<file path="config.mk">
export PLATFORM = sky130hd
export DESIGN_NAME = ysyx_23060201_ifu_flat
export DESIGN_NICKNAME = d
export VERILOG_FILES = /design/src/rtl/ysyx_23060201_ifu_if.sv /design/src/rtl/ysyx_23060201_ifu.sv /design/src/flat_wrapper.sv
export SDC_FILE = /design/constraint.sdc
export NUM_CORES = 1
export LEC_CHECK = 0
export ABC_AREA = 1
export BUFFER_PORTS_ARGS = -buffer_cell sky130_fd_sc_hd__buf_2
export CORE_MARGIN = 2
export CORE_UTILIZATION = 44
export DETAILED_ROUTE_END_ITERATION = 16
export PLACE_DENSITY = 0.77
export SYNTH_ARGS = -nofsm -noshare
export SYNTH_HDL_FRONTEND = slang
export SYNTH_SLANG_ARGS = --single-unit
</file>
<file path="constraint.sdc">
create_clock -name clk -period 1.3 [get_ports clk]
set_input_delay 0.065 -clock clk [delete_from_list [all_inputs] [get_ports clk]]
set_output_delay 0.065 -clock clk [all_outputs]
set_load 0.05 [all_outputs]
</file>
<file path="src/rtl/ysyx_23060201_ifu_if.sv">
// Bus bundle for the instruction fetch unit: EXU next-PC, instruction memory
// request/response, and the {pc, inst} hand-off to decode.
interface ysyx_23060201_ifu_if;
    logic        npc_valid;
    logic [31:0] npc;

    logic        imem_req_valid;
    logic        imem_req_ready;
    logic [31:0] imem_addr;
    logic        imem_rsp_valid;
    logic [31:0] imem_rsp_data;
    logic        imem_rsp_err;

    logic        out_valid;
    logic        out_ready;
    logic [31:0] out_pc;
    logic [31:0] out_inst;
    logic        fetch_err;
    logic [31:0] fetch_cnt;

    modport master (
        input  npc_valid, npc,
        output imem_req_valid, imem_addr,
        input  imem_req_ready, imem_rsp_valid, imem_rsp_data, imem_rsp_err,
        output out_valid, out_pc, out_inst, fetch_err, fetch_cnt,
        input  out_ready
    );

    modport slave (
        output npc_valid, npc,
        input  imem_req_valid, imem_addr,
        output imem_req_ready, imem_rsp_valid, imem_rsp_data, imem_rsp_err,
        input  out_valid, out_pc, out_inst, fetch_err, fetch_cnt,
        output out_ready
    );
endinterface

</file>
<file path="src/rtl/ysyx_23060201_ifu.sv">
// Instruction fetch unit: one outstanding fetch at a time over a valid/ready
// memory port, result handed to decode, then waits for the EXU's next PC.
module ysyx_23060201_ifu #(
    parameter logic [31:0] RESET_PC = 32'h8000_0000,
    parameter int unsigned TIMEOUT  = 255
) (
    input logic                 clk,
    input logic                 rst,
    ysyx_23060201_ifu_if.master bus
);

    // Last counter value that may still accept a response before timing out.
    localparam logic [7:0] WAIT_LAST = 8'(TIMEOUT - 1);

    typedef enum logic [2:0] {
        IDLE,
        CHK,
        REQ,
        WAIT,
        OUT,
        NPC
    } state_t;

    state_t      state, state_nxt;
    logic [31:0] pc, pc_nxt;
    logic [31:0] inst, inst_nxt;
    logic        err, err_nxt;
    logic [7:0]  wcnt, wcnt_nxt;
    logic [31:0] cnt, cnt_nxt;

    always_ff @(posedge clk) begin
        if (rst) begin
            state <= IDLE;
            pc    <= RESET_PC;
            inst  <= '0;
            err   <= 1'b0;
            wcnt  <= '0;
            cnt   <= '0;
        end else begin
            state <= state_nxt;
            pc    <= pc_nxt;
            inst  <= inst_nxt;
            err   <= err_nxt;
            wcnt  <= wcnt_nxt;
            cnt   <= cnt_nxt;
        end
    end

    always_comb begin
        state_nxt = state;
        pc_nxt    = pc;
        inst_nxt  = inst;
        err_nxt   = err;
        wcnt_nxt  = wcnt;
        cnt_nxt   = cnt;
        case (state)
            IDLE: state_nxt = CHK;
            CHK: begin
                // A misaligned PC never reaches memory; report it directly.
                if (pc[1:0] != 2'b00) begin
                    inst_nxt  = '0;
                    err_nxt   = 1'b1;
                    state_nxt = OUT;
                end else begin
                    state_nxt = REQ;
                end
            end
            REQ: begin
                if (bus.imem_req_ready) begin
                    wcnt_nxt  = '0;
                    state_nxt = WAIT;
                end
            end
            WAIT: begin
                if (bus.imem_rsp_valid) begin
                    inst_nxt  = bus.imem_rsp_err ? 32'h0 : bus.imem_rsp_data;
                    err_nxt   = bus.imem_rsp_err;
                    state_nxt = OUT;
                end else if (wcnt == WAIT_LAST) begin
                    inst_nxt  = '0;
                    err_nxt   = 1'b1;
                    state_nxt = OUT;
                end else begin
                    wcnt_nxt = wcnt + 8'd1;
                end
            end
            OUT: begin
                if (bus.out_ready) begin
                    cnt_nxt   = cnt + 32'd1;
                    state_nxt = NPC;
                end
            end
            NPC: begin
                if (bus.npc_valid) begin
                    pc_nxt    = bus.npc;
                    state_nxt = CHK;
                end
            end
            default: state_nxt = IDLE;
        endcase
    end

    // Handshake valids come straight from state so no input can reach them.
    assign bus.imem_req_valid = (state == REQ);
    assign bus.imem_addr      = pc;
    assign bus.out_valid      = (state == OUT);
    assign bus.out_pc         = pc;
    assign bus.out_inst       = inst;
    assign bus.fetch_err      = err;
    assign bus.fetch_cnt      = cnt;

endmodule

</file>
<file path="src/flat_wrapper.sv">
// flat-port wrapper written by rule: the top's interface ports become plain ports
module ysyx_23060201_ifu_flat 
#(
    parameter logic [31:0] RESET_PC = 32'h8000_0000,
    parameter int unsigned TIMEOUT  = 255
)
  (clk, rst, bus_npc_valid, bus_npc, bus_imem_req_valid, bus_imem_addr, bus_imem_req_ready, bus_imem_rsp_valid, bus_imem_rsp_data, bus_imem_rsp_err, bus_out_valid, bus_out_pc, bus_out_inst, bus_fetch_err, bus_fetch_cnt, bus_out_ready);
  ysyx_23060201_ifu_if bus_i ();
  input logic clk;
  input logic rst;
  input wire logic [$bits(bus_i.npc_valid)-1:0] bus_npc_valid;
  input wire logic [$bits(bus_i.npc)-1:0] bus_npc;
  output wire logic [$bits(bus_i.imem_req_valid)-1:0] bus_imem_req_valid;
  output wire logic [$bits(bus_i.imem_addr)-1:0] bus_imem_addr;
  input wire logic [$bits(bus_i.imem_req_ready)-1:0] bus_imem_req_ready;
  input wire logic [$bits(bus_i.imem_rsp_valid)-1:0] bus_imem_rsp_valid;
  input wire logic [$bits(bus_i.imem_rsp_data)-1:0] bus_imem_rsp_data;
  input wire logic [$bits(bus_i.imem_rsp_err)-1:0] bus_imem_rsp_err;
  output wire logic [$bits(bus_i.out_valid)-1:0] bus_out_valid;
  output wire logic [$bits(bus_i.out_pc)-1:0] bus_out_pc;
  output wire logic [$bits(bus_i.out_inst)-1:0] bus_out_inst;
  output wire logic [$bits(bus_i.fetch_err)-1:0] bus_fetch_err;
  output wire logic [$bits(bus_i.fetch_cnt)-1:0] bus_fetch_cnt;
  input wire logic [$bits(bus_i.out_ready)-1:0] bus_out_ready;
  assign bus_i.npc_valid = bus_npc_valid;
  assign bus_i.npc = bus_npc;
  assign bus_imem_req_valid = bus_i.imem_req_valid;
  assign bus_imem_addr = bus_i.imem_addr;
  assign bus_i.imem_req_ready = bus_imem_req_ready;
  assign bus_i.imem_rsp_valid = bus_imem_rsp_valid;
  assign bus_i.imem_rsp_data = bus_imem_rsp_data;
  assign bus_i.imem_rsp_err = bus_imem_rsp_err;
  assign bus_out_valid = bus_i.out_valid;
  assign bus_out_pc = bus_i.out_pc;
  assign bus_out_inst = bus_i.out_inst;
  assign bus_fetch_err = bus_i.fetch_err;
  assign bus_fetch_cnt = bus_i.fetch_cnt;
  assign bus_i.out_ready = bus_out_ready;
  ysyx_23060201_ifu #(.RESET_PC(RESET_PC), .TIMEOUT(TIMEOUT)) u_core (.clk(clk), .rst(rst), .bus(bus_i));
endmodule
</file>
==> flow_summary.ini, run 1 <==
[logic_synthesis]
synth_area_um2 = 4994
synth_nets = 788
synth_cell_type_count = 35
async_flop_share = 0
yosys_warnings = 0
yosys.area.top_type_share = 0.4330
yosys_register_bits = 108
syn_inst = 714
seq_area_frac_synth = 0.4330
yosys-top-cells-count = 154 x nor2_1, 152 x nand2_1, 108 x dfxtp_1
synthTopCellsByArea = dfxtp_1 43%, nor2_1 12%, nand2_1 11%
syn_avg_cell_area_um2 = 6.994
yosys.cell_count.top_type = nor2_1
yosys.area.top_type = dfxtp_1
synth-edff-count = 0
synth-main-ff-cell = dfxtp_1

[critical_path]
r2r-start = u_core.wcnt[7]$_SDFFE_PP0P_
path_max_fanout = 8
crit_type = reg -> reg
crit_required_ns = 1.54
cp.arrival_ns = 1.87
setup.worst_path.start = u_core.wcnt[7]$_SDFFE_PP0P_
start_kind = flop
worstRegToRegCells = 8
crit_path_end_kind = flop
r2r-end = u_core.bus.out_inst[13]$_SDFFE_PP0P_
r2r_setup_slack_ns = -0.33

[grt]
grt_pass1_vias = 5250
grt-ovfl-total = 0
grtUsageTotal = 0.2457
antenna_found_initial = 2
grt_max_degree = 36
grt_pass1_wl_um = 24860

[worst_hold_path]
hold_path_depth = 3
hp-class = in -> reg
holdPathEnd = u_core.bus.fetch_cnt[12]$_SDFFE_PP0P_
hp-start = rst

[outcome]
violations = negative setup slack
status = finished, violations left

[placement]
dp_hpwl_um = 9869
pre_cts_slack_ns = -0.1508
gp_congestion = 0.8676
io_buffers = 201

[clock_network]
cts-buffers-inserted = 9
cts_root_buffer = clkbuf_16
cts_tree = done
clock_path_buffers = 2
htreeDepth = 3
cts.sinks = 108
clk_latency_ns = 0.35
clk_pin_slew_ns = 0.07

[cells_and_area]
final_nets = 1093
n_fill_cell = 721
layout-drive-gt1-share = 0.4839
syn_to_final_growth_pct = 67.43

[sta]
max_clock_freq_mhz = 613.0
worst_slack_ns = -0.3312
setup_viol = 98
maxSlewHeadroom = 0.7174
post-route-min-period_ns = 1.631
skew_ns = 0.006302
tightest_slew_ns = 0.4200
period_share = 1.255
rsz0062_at_grt = true
drv_slew = 0
hold_viol = 0
fin_tns_setup_ns = -9.614

[floorplan]
ioPinCount = 202
die-area_um2 = 12220
coreArea_um2 = 10940
die_h_um = 110.5
die-width_um = 110.5
num_rows = 38
initial_core_util = 0.4566

[pwr]
sw_frac_of_total = 0.3915
peakVddDrop_uv = 957.5
p_comb_frac = 0.383
clkPwrFrac = 0.243
power_density_nw_per_um2 = 1233
intPower_mw = 6.271
netSwitchingPower_mw = 4.035
seqPwrFrac = 0.375
p_leak_nw = 3.979

[job]
maxCapViolCount = 0

[routing]
avgRoutedWirePerCell_um = 16.00
drtPass1Iterations = 5
drc = 0
ant_nets = 0
wirelength_um = 18640
vias = 5997
viasPerCell = 5.148
drt_iter0_drc = 454
[state kept, by name (all words and copies together), names as in the netlist]
signal                flops
u_core.bus.imem_addr     32
u_core.bus.out_inst      32
u_core.wcnt               8
u_core.bus.fetch_err      1
u_core.state              3
u_core.bus.fetch_cnt     32
[critical path, stage by stage (launching register included)]
cell and delay [ns]:
dfxtp_1 0.40, nand2_1 0.17, nor2_1 0.13, nand2_1 0.09, nand3_2 0.12, nand2_4 0.11
buf_6 0.18, a21oi_1 0.21, nor2_1 0.09
[final cells by class]
cell class,instances,area [µm²],area share
diodes,2,5.005,0.0005986
clock buffers,10,229.0,0.02739
clock inverters,5,28.78,0.003442
inverters,60,242.7,0.02903
multi-input cells,490,2841,0.3399
flip-flops and latches,108,2270,0.2715
well taps,140,175.2,0.02095
repair buffers,350,2569,0.3072
[per-stage QoR]
| step | total power [mW] | instance area [µm²] | std cells | util | hold slack (ns) |
|---|---|---|---|---|---|
| CTS | 9.696 | 7692 | 1147 | 0.7034 | 0.1534 |
| detailed placement | 6.773 | 6545 | 1060 | 0.5985 | 0.2905 |
| floorplan | 6.027 | 5202 | 714 | - | 0.1914 |
| global route | 10.69 | 8361 | 1165 | 0.7645 | 0.2092 |
| finish | 10.31 | 8361 | 1165 | 0.7645 | 0.2056 |
| global placement | 6.745 | 6545 | 1060 | 0.5985 | 0.2779 |
[power groups by stage]
stage               combinational, mW  clock [mW]  sequential, mW
global placement                 2.89           0            3.85
global route                     4.14        2.66            3.89
floorplan                        1.59           0            4.43
detailed placement               2.91           0            3.86
finish                           3.94        2.50            3.86
CTS                              3.36        2.53            3.81
[repair_timing]
item,in CTS,in global routing
endpoints found under the setup margin,105,105
gates resized for setup,55,134
hold endpoints to repair,64,0
hold buffers,64,0
setup buffers,8,7
gates cloned,1,10
pin swaps,33,46
[worst max path at each step]
stage / end / slack [ns] / depth (start not counted)
floorplan: u_core.wcnt[3]$_SDFFE_PP0P_ / -0.26 / 8
CTS: bus_imem_req_valid / -0.11 / 3
detailed placement: u_core.wcnt[2]$_SDFFE_PP0P_ / -0.15 / 8
global route: u_core.bus.out_inst[20]$_SDFFE_PP0P_ / -0.44 / 10
finish: u_core.bus.out_inst[13]$_SDFFE_PP0P_ / -0.33 / 8
global placement: u_core.bus.fetch_cnt[27]$_SDFFE_PP0P_ / -0.14 / 7
[cells in the final DEF, fill, tap and decap left out, drive strengths merged, types with 3 or more instances in the layout]
cell and count:
xor2 3, inv 61, o21ai 53, o21a 3
nand4 13, a21oi 50, dfxtp 108, nor2 160
buf 279, nor3 10, ha 3, clkinv 3
nand3 32, nand2 156, clkbuf 17, dlygate4sd3 64
[logic make-up after synthesis]
logic type                 Yosys count  synth area share
and+or+nand+nor                    374            0.3212
buffers and inverters              117            0.1190
DFF                                108            0.4330
AOI/OAI and AO/OA                  107            0.1105
xor gates and xnor gates             5          0.008771
adders and majority gates            3          0.007518
[routing by layer]
| metal | vias to the layer above | GRT usage | part of all wire |
|---|---|---|---|
| met2 | 281 | 0.4499 | 0.52 |
| met5 | - | 0 | 0 |
| met1 | 2776 | 0.2782 | 0.38 |
| met3 | 78 | 0.04610 | 0.058 |
| met4 | 0 | 0.1025 | 0.047 |
| li1 | 2862 | - | - |
Note: power is estimated with default switching activity, not from simulation.
==> run 2, diff against run 1 <==
Settings changed: CORE_UTILIZATION 44 to 30, CTS_BUF_LIST from default to sky130_fd_sc_hd__clkbuf_4 sky130_fd_sc_hd__clkbuf_8 sky130_fd_sc_hd__clkbuf_16, PLACE_DENSITY 0.77 to 0.68.
==> run 2 against run 1 <==
Against the previous run:
- the flow still finishes with violations (negative setup slack)
- worst setup slack gained 0.095 ns
- register-to-register slack gained 0.09 ns
- highest routed layer is now met5
- largest cell class unchanged
- sequential power is essentially flat
==> flow_summary.ini, run 2 (same netlist as run 1, synthesis figures left out) <==
[cells_and_area]
n_fill_cell = 1482
final_cell_mix = 199 x buf_2, 128 x nor2_1, 105 x nand2_1
fin_util = 0.5167
fin_cells = 1247
layout-drive-gt1-share = 0.4684
syn_to_final_growth_pct = 69.76
layout_commonest_cell = buf_2
antennaDiodeCount = 0
final_nets = 1096

[floorplan]
num_rows = 47
coreArea_um2 = 16410
die-width_um = 133.0
ioPinCount = 202
die_h_um = 133.0
initial_core_util = 0.3044
die-area_um2 = 17690

[sta]
rsz0062_at_grt = true
maxSlewHeadroom = 0.7631
worst_slack_ns = -0.2365
max_clock_freq_mhz = 650.8
fin_tns_setup_ns = -5.971
post-route-min-period_ns = 1.537
skew_ns = 0.01308
setup_viol = 66
period_share = 1.182
hold_viol = 0
tightest_slew_ns = 0.3554
drv_slew = 0

[placement]
dp_cells = 1149
gp_congestion = 0.8395
pre_cts_slack_ns = -0.1564
io_buffers = 201
dp_hpwl_um = 10360

[outcome]
violations = negative setup slack
status = finished, violations left

[grt]
antenna_found_initial = 1
grtUsageTotal = 0.1758
grt_pass1_vias = 5258
grt_max_degree = 33
grt-ovfl-total = 0
grt_pass1_wl_um = 25250

[routing]
avgRoutedWirePerCell_um = 14.40
ant_nets = 0
drt_iter0_drc = 331
drc = 0
viasPerCell = 4.723
wirelength_um = 17950
vias = 5890
drtPass1Iterations = 5

[worst_hold_path]
hp-class = in -> reg

[critical_path]
r2r-start = u_core.wcnt[0]$_SDFFE_PP0P_
setup.worst_path.start = u_core.wcnt[0]$_SDFFE_PP0P_
crit_type = reg -> reg
path_max_fanout = 7
r2r_setup_slack_ns = -0.24
start_kind = flop
worstRegToRegCells = 10
crit_required_ns = 1.57
cp.arrival_ns = 1.81
crit_end = u_core.bus.out_inst[25]$_SDFFE_PP0P_
crit_path_end_kind = flop
r2r-end = u_core.bus.out_inst[25]$_SDFFE_PP0P_

[pwr]
p_leak_nw = 3.962
power_density_nw_per_um2 = 1257
peakVddDrop_uv = 796.7

[clock_network]
htreeDepth = 3
cts.sinks = 108
cts_root_buffer = clkbuf_16
clk_latency_ns = 0.36
clk_pin_slew_ns = 0.08
clock_path_buffers = 2
cts_tree = done
cts-buffers-inserted = 9

[job]
maxCapViolCount = 0
[run 2: cell count changes in the layout (fill, tap and decap cells not counted), moves of 4 or more]
| cell | previous run | this run |
|---|---|---|
| nor2_1 | 114 | 128 |
| nor2_2 | 30 | 16 |
| buf_4 | 54 | 66 |
| a21oi_2 | 23 | 12 |
| a21oi_1 | 26 | 34 |
| buf_6 | 17 | 9 |
| inv_2 | 8 | 4 |
| o21ai_1 | 17 | 13 |
| o21ai_2 | 3 | 7 |
[run 2: timing repair]
item	in CTS	in global routing
gates cloned	2	6
gates resized for setup	64	107
endpoints found under the hold margin	64	0
setup buffers	7	4
hold buffers	64	0
setup endpoints to repair	96	108
pin swaps	20	39
[run 2: metal layers]
layer	wire [µm]	vias up	GRT usage
met4	892	2	0.08483
met1	6894	2719	0.2070
met2	9214	235	0.2999
met5	13	-	0
li1	-	2857	-
met3	938	77	0.04253
[run 2: through the flow]
step                cell area, µm²  hold WS (ns)  power [mW]
floorplan                     5202        0.1914       6.027
global placement              6738        0.2832       6.812
detailed placement            6738        0.2927       6.846
CTS                           7926        0.1336       10.13
global route                  8477        0.2200       11.15
finish                        8477        0.1632       10.66
[run 2: how the worst min path moves through the flow]
stage                              from                                     to  slack [ns]  cells after the start
after floorplan             bus_npc[31]  u_core.bus.imem_addr[31]$_SDFFE_PP1P_        0.19                      2
after global placement      bus_npc[31]  u_core.bus.imem_addr[31]$_SDFFE_PP1P_        0.28                      3
after CTS                 bus_out_ready   u_core.bus.fetch_cnt[4]$_SDFFE_PP0P_        0.13                      5
after detailed placement    bus_npc[28]  u_core.bus.imem_addr[28]$_SDFFE_PP0P_        0.29                      3
after global routing                rst  u_core.bus.fetch_cnt[12]$_SDFFE_PP0P_        0.22                      3
final                     bus_npc_valid           u_core.state[1]$_SDFFE_PP0P_        0.16                      5
[run 2: critical path, cell delays in order, from the launching register on]
cell	delay, ns
dfxtp_2	0.34
inv_2	0.04
ha_4	0.14
nand2_2	0.06
nor2_2	0.04
nand2_2	0.09
nand3_4	0.12
nand2_8	0.16
clkbuf_16	0.19
nand2_2	0.04
a21oi_1	0.21
[run 2: power breakdown]
group	internal, mW	total (mW)	switching [mW]
clock network	1.32	2.63	1.30
logic	1.58	4.18	2.60
registers	3.58	3.84	0.266
[run 2: final cells by class]
class / count / area, µm² / share of cell area
Timing Repair Buffer: 353 / 2561 / 0.3021
Sequential cell: 108 / 2270 / 0.2677
Multi-Input combinational cell: 490 / 2841 / 0.3352
Inverter: 60 / 257.7 / 0.03041
Clock inverter: 6 / 38.79 / 0.004576
Clock buffer: 10 / 232.7 / 0.02745
Tap cell: 220 / 275.3 / 0.03247
==> run 3, diff against run 2 <==
Settings changed: CTS_CLUSTER_SIZE from default to 12, RECOVER_POWER from default to 25.
==> run 3 against run 2 <==
Against the previous run:
- the run still ends with negative setup slack left
- clock power about the same
- flip-flop and latch count is the same
- worst hold slack hardly changed
- critical path depth did not move
- sequential share of layout area unchanged
- final cell count stayed put
- via count is 0.14% lower
- non-clock buffer count unchanged
- critical path type unchanged
- largest cell class unchanged
==> flow_summary.ini, run 3 (same netlist as run 1, synthesis figures left out) <==
[grt]
grtUsageTotal = 0.1758
grt_pass1_wl_um = 25250
grt_pass1_vias = 5258
antenna_found_initial = 1
grt-ovfl-total = 0
grt_max_degree = 33

[cells_and_area]
final_cell_mix = 163 x buf_2, 128 x nor2_1, 105 x nand2_1
layout-drive-gt1-share = 0.4684
layout_commonest_cell = buf_2
antennaDiodeCount = 0
fin_util = 0.5167
n_fill_cell = 1482
design_area_um2 = 8477
syn_to_final_growth_pct = 69.76
final_nets = 1096

[critical_path]
r2r_setup_slack_ns = -0.22
critPathBufInv = 2
slowest_stage = dfxtp_2
critPathTopFamily = simple AND/OR/NAND/NOR gates
slowest_delay_ns = 0.34
start_kind = flop
crit_required_ns = 1.57
worstPathCellList = inv_2 -> ha_4 -> nand2_2 -> nor2_2 -> nand2_2 -> nand3_4 -> nand2_8 -> clkbuf_16 -> nand2_2 -> a21oi_1
path_max_fanout = 7
cp.arrival_ns = 1.80
path_common_cell = nand2_2
crit_type = reg -> reg
crit_path_end_kind = flop

[floorplan]
die_h_um = 133.0
num_rows = 47
ioPinCount = 202
coreArea_um2 = 16410
die-area_um2 = 17690
die-width_um = 133.0
initial_core_util = 0.3044

[pwr]
intPower_mw = 6.481
clkPwrFrac = 0.247
power_density_nw_per_um2 = 1257
netSwitchingPower_mw = 4.173
sw_frac_of_total = 0.3917
p_comb_frac = 0.392
total_power_mw = 10.65
p_leak_nw = 3.929
seqPwrFrac = 0.361
peakVddDrop_uv = 798.1

[routing]
drt_iter0_drc = 317
viasPerCell = 4.717
wirelength_um = 17920
drc = 0
ant_nets = 0
avgRoutedWirePerCell_um = 14.37
vias = 5882
drtPass1Iterations = 4

[sta]
rsz0062_at_grt = true
timing.hold.ws_ns = 0.1634
fin_tns_setup_ns = -5.891
tightest_slew_ns = 0.3583
maxSlewHeadroom = 0.7611
drv_slew = 0
max_clock_freq_mhz = 655.8
post-route-min-period_ns = 1.525
skew_ns = 0.01262
period_share = 1.173
hold_viol = 0
setup_viol = 66
worst_slack_ns = -0.2247

[clock_network]
clock_path_buffers = 2
cts-buffers-inserted = 9
clk_pin_slew_ns = 0.08
clk_latency_ns = 0.36
cts.sinks = 108
htreeDepth = 3
cts_root_buffer = clkbuf_16
cts_tree = done

[placement]
placed_area_um2 = 6738
dp_hpwl_um = 10360
gp_congestion = 0.8395
io_buffers = 201

[job]
maxCapViolCount = 0

[worst_hold_path]
hp-class = in -> reg

[outcome]
status = finished, violations left
violations = negative setup slack
-- run 3: cell count changes in the layout (fill, tap and decap cells not counted) --
cell	previous run	this run
buf_2	199	163
clkbuf_2	0	36
-- run 3: metrics by stage --
step	setup WS [ns]	std cells
2_1_floorplan	-0.2631	714
3_3_place_gp	-0.1335	1149
3_5_place_dp	-0.1564	1149
4_1_cts	-0.09223	1237
5_1_grt	-0.2956	1247
6_report	-0.2247	1247
-- run 3: final timing paths --
path / startpoint / to / depth (start not counted)
max: u_core.wcnt[0]$_SDFFE_PP0P_ / u_core.bus.out_inst[25]$_SDFFE_PP0P_ / 10
max reg2reg: u_core.wcnt[0]$_SDFFE_PP0P_ / u_core.bus.out_inst[25]$_SDFFE_PP0P_ / 10
min: bus_npc_valid / u_core.state[1]$_SDFFE_PP0P_ / 5
min reg2reg: u_core.bus.out_inst[19]$_SDFFE_PP0P_ / u_core.bus.out_inst[19]$_SDFFE_PP0P_ / 2
-- run 3: power by group through the flow --
stage / Combinational, mW / Sequential [mW] / Clock (mW)
global route: 4.42 / 3.88 / 2.85
CTS: 3.59 / 3.81 / 2.73
detailed placement: 2.99 / 3.86 / 0
floorplan: 1.59 / 4.43 / 0
finish: 4.18 / 3.85 / 2.63
global placement: 2.96 / 3.85 / 0
-- run 3: layout make-up --
| cell class | count | area [µm²] | area share |
|---|---|---|---|
| clock buffers | 10 | 232.7 | 0.02745 |
| clock inverters | 6 | 38.79 | 0.004576 |
| inverters | 60 | 257.7 | 0.03041 |
| multi-input cells | 490 | 2841 | 0.3352 |
| flip-flops and latches | 108 | 2270 | 0.2677 |
| well taps | 220 | 275.3 | 0.03247 |
| repair buffers | 353 | 2561 | 0.3021 |
-- run 3: worst min-delay path: stages --
cell and delay (ns):
buf_2 0.11, nor2_1 0.16, nor3b_1 0.07, nand2_1 0.06
inv_1 0.03
-- run 3: timing repair --
action / 4_1_cts / 5_1_grt
pin swaps: 20 / 39
buffers inserted: 7 / 4
resized for setup: 64 / 107
gates cloned: 2 / 6
hold buffers: 64 / 0
endpoints found under the hold margin: 64 / 0
setup endpoints to repair: 96 / 108
-- run 3: routing by layer --
| layer | GRT usage | share of wire | vias up | routed length, µm |
|---|---|---|---|---|
| met1 | 0.2070 | 0.39 | 2724 | 6922 |
| met3 | 0.04253 | 0.048 | 78 | 862 |
| met4 | 0.08483 | 0.048 | 2 | 868 |
| met2 | 0.2999 | 0.52 | 223 | 9251 |
| met5 | 0 | 0.00073 | - | 13 |
| li1 | - | - | 2855 | - |
